`config.mk`:
```
export PLATFORM = sky130hd
export DESIGN_NAME = scaler_channel_reader
export DESIGN_NICKNAME = d
export VERILOG_FILES = /design/src/rtl/scaler_channel_reader.sv
export SDC_FILE = /design/constraint.sdc
export NUM_CORES = 1
export LEC_CHECK = 0
export ABC_AREA = 1
export BUFFER_PORTS_ARGS = -buffer_cell sky130_fd_sc_hd__buf_2
export CORE_MARGIN = 2
export CORE_UTILIZATION = 40
export DETAILED_ROUTE_END_ITERATION = 10
export SETUP_SLACK_MARGIN = 0.2
export SLEW_MARGIN = 20
export SYNTH_ARGS = -nofsm -noshare
export SYNTH_HDL_FRONTEND = slang
export SYNTH_SLANG_ARGS = --single-unit
```
`constraint.sdc`:
```
create_clock -name CLOCK -period 4.5 [get_ports CLOCK]
set_clock_uncertainty 0.2 [all_clocks]
set_input_delay 0 -clock CLOCK [delete_from_list [all_inputs] [get_ports CLOCK]]
set_output_delay 0 -clock CLOCK [all_outputs]
set_load 0.02 [all_outputs]
```
`src/rtl/scaler_channel_reader.sv`:
```
// Reads a 28-bit scaler time sample as two 14-bit halves, re-reading the low half
// until the high half is stable across the low-half read or the retry limit is hit.
//
// state | meaning
// IDLE  | waiting for REQ
// RDB1  | first strobe of the high half (CHBT)
// RDA   | strobe of the low half (CHAT)
// RDB2  | second strobe of the high half, coherence reference
// CHECK | one-cycle verdict; finish or go back to RDA
module scaler_channel_reader #(
    parameter int SETTLE    = 2,
    parameter int MAX_RETRY = 3
) (
    input  logic        CLOCK,
    input  logic        rst,
    input  logic        REQ,
    input  logic [13:0] CHAT,
    input  logic [13:0] CHBT,
    output logic        RCHAT_,
    output logic        RCHBT_,
    output logic        BUSY,
    output logic        DONE,
    output logic        ERR,
    output logic [27:0] TIME
);
    localparam int RW = (MAX_RETRY < 2) ? 1 : $clog2(MAX_RETRY + 1);

    typedef enum logic [2:0] {IDLE, RDB1, RDA, RDB2, CHECK} state_t;

    state_t        state, state_n;
    logic [2:0]    cnt, cnt_n;
    logic [RW-1:0] retry, retry_n, retry_inc;
    logic [13:0]   b1, b1_n, a, a_n, b2, b2_n;
    logic          match;
    logic          done_n, err_n, busy_n, rchat_n, rchbt_n;
    logic [27:0]   time_n;

    always_ff @(posedge CLOCK or negedge rst) begin
        if (!rst) begin
            state  <= IDLE;
            cnt    <= '0;
            retry  <= '0;
            b1     <= '0;
            a      <= '0;
            b2     <= '0;
            RCHAT_ <= 1'b1;
            RCHBT_ <= 1'b1;
            BUSY   <= 1'b0;
            DONE   <= 1'b0;
            ERR    <= 1'b0;
            TIME   <= '0;
        end else begin
            state  <= state_n;
            cnt    <= cnt_n;
            retry  <= retry_n;
            b1     <= b1_n;
            a      <= a_n;
            b2     <= b2_n;
            RCHAT_ <= rchat_n;
            RCHBT_ <= rchbt_n;
            BUSY   <= busy_n;
            DONE   <= done_n;
            ERR    <= err_n;
            TIME   <= time_n;
        end
    end

    // Read windows use a down-counter: strobe low while cnt != 0, capture at cnt == 1,
    // and the cnt == 0 cycle is the gap. The verdict is formed on the edge into CHECK
    // so DONE/ERR/TIME are already valid during the CHECK cycle.
    always_comb begin
        state_n   = state;
        cnt_n     = cnt;
        retry_n   = retry;
        b1_n      = b1;
        a_n       = a;
        b2_n      = b2;
        done_n    = 1'b0;
        err_n     = ERR;
        time_n    = TIME;
        retry_inc = retry + 1'b1;
        match     = (b1 == b2);

        case (state)
            IDLE: begin
                if (REQ) begin
                    state_n = RDB1;
                    cnt_n   = 3'(SETTLE);
                    retry_n = '0;
                end
            end
            RDB1: begin
                if (cnt == 3'd1) b1_n = CHBT;
                if (cnt == 3'd0) begin
                    state_n = RDA;
                    cnt_n   = 3'(SETTLE);
                end else begin
                    cnt_n = cnt - 1'b1;
                end
            end
            RDA: begin
                if (cnt == 3'd1) a_n = CHAT;
                if (cnt == 3'd0) begin
                    state_n = RDB2;
                    cnt_n   = 3'(SETTLE);
                end else begin
                    cnt_n = cnt - 1'b1;
                end
            end
            RDB2: begin
                if (cnt == 3'd1) b2_n = CHBT;
                if (cnt == 3'd0) begin
                    state_n = CHECK;
                    if (!match) retry_n = retry_inc;
                    if (match || (retry_inc == RW'(MAX_RETRY))) begin
                        done_n = 1'b1;
                        err_n  = !match;
                        time_n = {b2, a};
                    end
                end else begin
                    cnt_n = cnt - 1'b1;
                end
            end
            CHECK: begin
                if (DONE) begin
                    state_n = IDLE;
                end else begin
                    state_n = RDA;
                    cnt_n   = 3'(SETTLE);
                    b1_n    = b2;
                end
            end
            default: state_n = IDLE;
        endcase

        busy_n  = (state_n != IDLE);
        rchbt_n = !(((state_n == RDB1) || (state_n == RDB2)) && (cnt_n != 3'd0));
        rchat_n = !((state_n == RDA) && (cnt_n != 3'd0));
    end
endmodule

```
==> results.ini, run 1 <==
[logic_synthesis]
synth.distinct_cells=24
synth.largest_area_cell=dfrtp_1
synth-seq-area-share=0.540
yosysWarnings=0
netlist_instances=444
synth_most_common_cell=nand2_1
ys_seq_elements=83
synth_area_sq_um=3850
synth.net_count=480
yosysTopAreaCellShare=0.527
synth_flop_cell=dfrtp_1
synthTopCellsByCount=nand2_1, dfrtp_1, inv_1
async_reset_ff_frac=1.00
synth_edf_count=0
synth_area_leaders=dfrtp_1, nand2_1, nand3_1, inv_1, mux2_2
syn_area_per_cell_sq_um=8.67

[clocking]
cts_inserted_buffers=9
clockBufferDepth=2
cts.htree.levels=3
cts-resized-gates=0
cts.sinks=83
clk_latency_ns=0.36
clk_pin_slew_ns=0.08
cts_setup_buffers=0
cts-root-buf=clkbuf_8
tritoncts=yes

[sta]
slew_viol_final=0
setup_viol=0
worst_slew_pin_slew_ns=1.02
grt_setup_unrepaired=false
timing.final.crit_share=0.525
hold_viol_final=0
finalCriticalPeriod_ns=2.36
max-slew-margin-rel=0.323
fin_tns_setup_ns=0
whs_ns=0.0440
max_freq_mhz=423
fin_ws_ns=2.14

[floorplan]
die_x_um=102
num_rows=35
core_area_sq_um=9280
die_area_sq_um=10400
initial_utilization=0.414
pin_count=64
die_y_um=102

[route]
vias=3147
drt-total-wl_um=8540
wire_per_inst_um=12.8
drcViolationCount=0
drt_iter0_markers=128
ant_nets=0
viasPerCell=4.73
drtPass1Iterations=4

[global_route]
grt_pass1_vias=3097
grt_use_total=0.179
grt.overflow.total=0
grt_antenna_before_repair=0
grt_max_degree=84
grt_pass1_wl_um=14400

[worst_setup_path]
cp.required_ns=4.55
crit_chain=inv_1, ha_1, nand2_2, nor2_4, inv_2, nor2_2, inv_2, nand2_2, nand2_1, nand2_1
critPathLaunchType=register
slowest_stage=nand2_2
crit_type=register to register
critPathMaxStageDelay_ns=0.47
worstPathMaxFanout=29
crit_path_end_kind=register
worstPathArrival_ns=2.42

[power_and_ir_drop]
powerDensity_nw_per_um2=592
leakage_nw=2.49
vdd_drop_max_uv=328
fin_total_pwr_mw=2.78

[cells_and_area]
n_antenna_cell=0
final_nets=569
drive_gt1_frac=0.207
finish.utilization=0.506
area_growth_syn_to_layout_pct=22.1
nFillCells=914
final_cell_area_sq_um=4700
layout.cells.non_filler=666

[place]
dp_hpwl_um=5680
dpl_worst_slack_ns=2.13
port_buffers=63
gp_congestion=0.840
placed_area_sq_um=4210
dp.cells=621

[worst_hold_path]
hp-class=input port to asynchronous set/reset pin

[status]
status=complete, no violations

[run]
maxCapViolCount=0

## power breakdown
group	leakage [nW]	switching (mW)	internal, mW
Clock	0.0881	0.271	0.252
Combinational	1.36	0.631	0.387
Sequential	1.04	0.189	1.05
Total	2.49	1.09	1.69
## layer usage
layer	wire, um	vias to the layer above	part of all wire	GRT usage
met5	0	-	0	0
met4	89	0	0.010	0.0421
met3	347	7	0.041	0.0602
met2	4290	51	0.50	0.303
met1	3810	1506	0.45	0.223
li1	-	1583	-	-
## worst paths after layout
check                      slack, ns    start       end  depth (start not counted)
hold reg to reg                 0.27     a[5]   TIME[5]                          2
max in group asynchronous       3.54      rst  TIME[12]                          2
setup / recovery                2.14   cnt[0]  TIME[26]                         10
hold / removal                  0.04      rst     b1[4]                          2
setup reg to reg                2.14   cnt[0]  TIME[26]                         10
min in group CLOCK              0.19  CHAT[8]      a[8]                          3
## flip-flops by register name, indices dropped and copies added (netlist names)
signal  flops
a          14
state       3
cnt         3
ERR         1
b1         14
retry       2
DONE        1
RCHAT_      1
b2         14
RCHBT_      1
TIME       28
BUSY        1
## logic make-up after synthesis
family                   count (synthesis)  share of synthesized area
AND/OR/NAND/NOR                        222                      0.237
buffers and inverters                   69                     0.0849
multiplexers                            14                     0.0410
adder cells (fa/ha/maj)                  5                     0.0163
flip-flops                              83                      0.540
AO/OA/AOI/OAI                           51                     0.0803
## what timing repair did
| action | in CTS | in global routing |
|---|---|---|
| endpoints found under the setup margin | 0 | 0 |
| hold buffers | 30 | 0 |
| endpoints found under the hold margin | 132 | 0 |
## area by class of cell
class / count / area [sq um] / area share
Tap cell: 129 / 161 / 0.0344
Clock inverter: 5 / 55.1 / 0.0117
Sequential cell: 83 / 2080 / 0.443
Inverter: 52 / 195 / 0.0416
Multi-Input combinational cell: 292 / 1440 / 0.307
Clock buffer: 10 / 128 / 0.0272
Timing Repair Buffer: 95 / 637 / 0.136
## worst max-delay path, delay by kind of cell (launching register included)
kind / cells / cell delay, ns
buffers and inverters: 3 / 0.49
DFF: 1 / 0.35
adders and majority gates: 1 / 0.21
and+or+nand+nor: 6 / 0.99
## placed cells by master (no fill, tap or decap), drive strengths merged, types with 2 or more instances in the layout
master	instances
o21ai	20
nand2	146
clkinvlp	2
nand3	38
ha	5
dlygate4sd3	30
clkbuf	10
nor2	36
clkinv	2
dfstp	2
o211ai	15
a21oi	15
dfrtp	81
mux2	14
buf	65
inv	52
(Power assumes the default switching activity.)
==> run 2: changes to the inputs <==
==> constraint.sdc (replaced) <==
create_clock -name CLOCK -period 2.25 [get_ports CLOCK]
set_clock_uncertainty 0.2 [all_clocks]
set_input_delay 0 -clock CLOCK [delete_from_list [all_inputs] [get_ports CLOCK]]
set_output_delay 0 -clock CLOCK [all_outputs]
set_load 0.02 [all_outputs]
==> results.ini, run 2 (synthesized netlist as in run 1, its figures left out) <==
[status]
status=complete, no violations

[cells_and_area]
n_antenna_cell=0  ; unchanged
final_cell_mix=nand2_1, dfrtp_1, buf_2
area_growth_syn_to_layout_pct=24.8
layout.cells.non_filler=674  ; +1.2%
largest_register=TIME
largest_register_ffs=28  ; unchanged
layout_commonest_cell=nand2_1
drive_gt1_frac=0.218  ; +0.0116
final_nets=576  ; +1.2%

[sta]
finalCriticalPeriod_ns=1.88  ; -0.482 ns
fin_tns_setup_ns=0  ; unchanged
max_freq_mhz=531  ; +26%
timing.final.crit_share=0.836  ; +0.311
max-slew-margin-rel=0.650  ; +0.327
grt_setup_unrepaired=false
slew_viol_final=0  ; unchanged
setup_viol=0  ; unchanged
hold_viol_final=0  ; unchanged
worst_slew_pin_slew_ns=0.524  ; -0.491 ns

[clocking]
cts.htree.levels=3  ; unchanged
cts.sinks=83  ; unchanged
tritoncts=yes
cts_inserted_buffers=9  ; unchanged
clk_pin_slew_ns=0.09  ; about the same
cts_setup_buffers=0  ; unchanged
clk_latency_ns=0.36  ; about the same
clockBufferDepth=2  ; unchanged
cts-root-buf=clkbuf_8

[floorplan]
die_y_um=102  ; unchanged
die_area_sq_um=10400  ; unchanged
initial_utilization=0.414  ; unchanged
core_area_sq_um=9280  ; unchanged
num_rows=35  ; unchanged
die_x_um=102  ; unchanged
pin_count=64  ; unchanged

[place]
gp_congestion=0.808  ; -3.8%
dp.cells=627  ; +0.97%
port_buffers=63  ; unchanged
dp_hpwl_um=5930  ; +4.3%

[worst_setup_path]
crit_top_cell=inv_2
crit_start=cnt[0]
critPathMaxStageDelay_ns=0.39  ; -0.08 ns
slowest_stage=dfrtp_1
critPathLaunchType=register
crit_type=register to register
crit_cells=10  ; unchanged
crit_path_end_kind=register
cp_top_family=simple AND/OR/NAND/NOR gates
worstPathMaxFanout=20  ; -31%
crit_buf_inv=4  ; +1
cp.required_ns=2.30  ; -2.25 ns
reg2reg_depth=10  ; unchanged
worstPathArrival_ns=1.94  ; -0.48 ns
crit_chain=inv_1, ha_1, nand2_2, nor2_4, inv_2, nor2_2, inv_2, buf_6, nand3_1, nand2_1
reg2reg_from=cnt[0]

[power_and_ir_drop]
powerDensity_nw_per_um2=1170  ; +97%
vdd_drop_max_uv=543  ; +66%
leakage_nw=2.55  ; +2.6%

[worst_hold_path]
worstHoldPathCells=3
hp-class=input port to register
hold_start=CHAT[12]

[global_route]
grt.overflow.total=0  ; unchanged
grt_pass1_wl_um=14500  ; +0.53%
grt_use_total=0.179  ; -0.000720
grt_antenna_before_repair=0  ; unchanged
grt_max_degree=46  ; -45%
grt_pass1_vias=3173  ; +2.5%

[route]
viasPerCell=4.74  ; +0.26%
drt_iter0_markers=110  ; -14%
vias=3193  ; +1.5%
drtPass1Iterations=4  ; unchanged
ant_nets=0  ; unchanged
drt-total-wl_um=8670  ; +1.5%
drcViolationCount=0  ; unchanged
wire_per_inst_um=12.9  ; +0.32%

[run]
maxCapViolCount=0  ; unchanged

## run 2: cell types whose count changed in the layout (fill, tap and decap cells not counted)
cell / before / now
buf_4: 2 / 5
buf_12: 0 / 2
nand2_2: 4 / 2
nand2_4: 0 / 2
buf_6: 1 / 2
clkinv_4: 0 / 1
clkinvlp_4: 2 / 1
dlygate4sd3_1: 30 / 31
inv_1: 45 / 44
inv_2: 7 / 8
inv_6: 0 / 1
## run 2: stage by stage
stage	power [mW]	hold slack, ns	setup slack (ns)	cell area, sq um	util
after CTS	5.67	0.182	0.266	4780	0.515
after floorplan	3.93	-0.496	0.496	3850	-
after global placement	4.47	-0.190	0.362	4280	0.461
after detailed placement	4.54	-0.187	0.282	4280	0.461
after global routing	6.10	0.196	0.220	4800	0.517
final	5.61	0.200	0.368	4800	0.517
## run 2: power by group
group | leakage [nW] | switching [mW] | internal (mW)
Clock | 0.0966 | 0.555 | 0.515
Combinational | 1.42 | 1.27 | 0.789
Sequential | 1.04 | 0.376 | 2.10
## run 2: area by class of cell
cell class	count	area [sq um]
Fill cell	926	4480
Inverter	52	195
Tap cell	129	161
Timing Repair Buffer	102	721
Clock inverter	6	65.1
Clock buffer	10	128
Multi-Input combinational cell	292	1450
Sequential cell	83	2080
## run 2: path summary, 6_finish.rpt
| kind | to | slack, ns |
|---|---|---|
| setup reg to reg | TIME[14] | 0.37 |
| setup / recovery | TIME[14] | 0.37 |
| hold / removal | a[12] | 0.20 |
| min in group asynchronous | TIME[18] | 0.51 |
| hold reg to reg | TIME[9] | 0.27 |
| max in group asynchronous | RCHBT_ | 0.66 |
## run 2: worst reg2reg max path: cells and delay by family, from the launching register on
kind / cells / cell delay (ns)
fa+ha+maj: 1 / 0.18
simple gates: 5 / 0.54
flops: 1 / 0.39
buf+inv: 4 / 0.47
## run 2: what timing repair did
item / 4_1_cts / 5_1_grt
hold buffers: 31 / 0
endpoints found under the hold margin: 131 / 0
setup endpoints to repair: 0 / 43
resized for setup: 0 / 5
## run 2: per-layer routing
metal / GRT usage / vias to the layer above / part of all wire
li1: - / 1599 / -
met1: 0.211 / 1517 / 0.43
met2: 0.323 / 71 / 0.52
met3: 0.0431 / 6 / 0.042
met4: 0.0503 / 0 / 0.0074
met5: 0 / - / 0
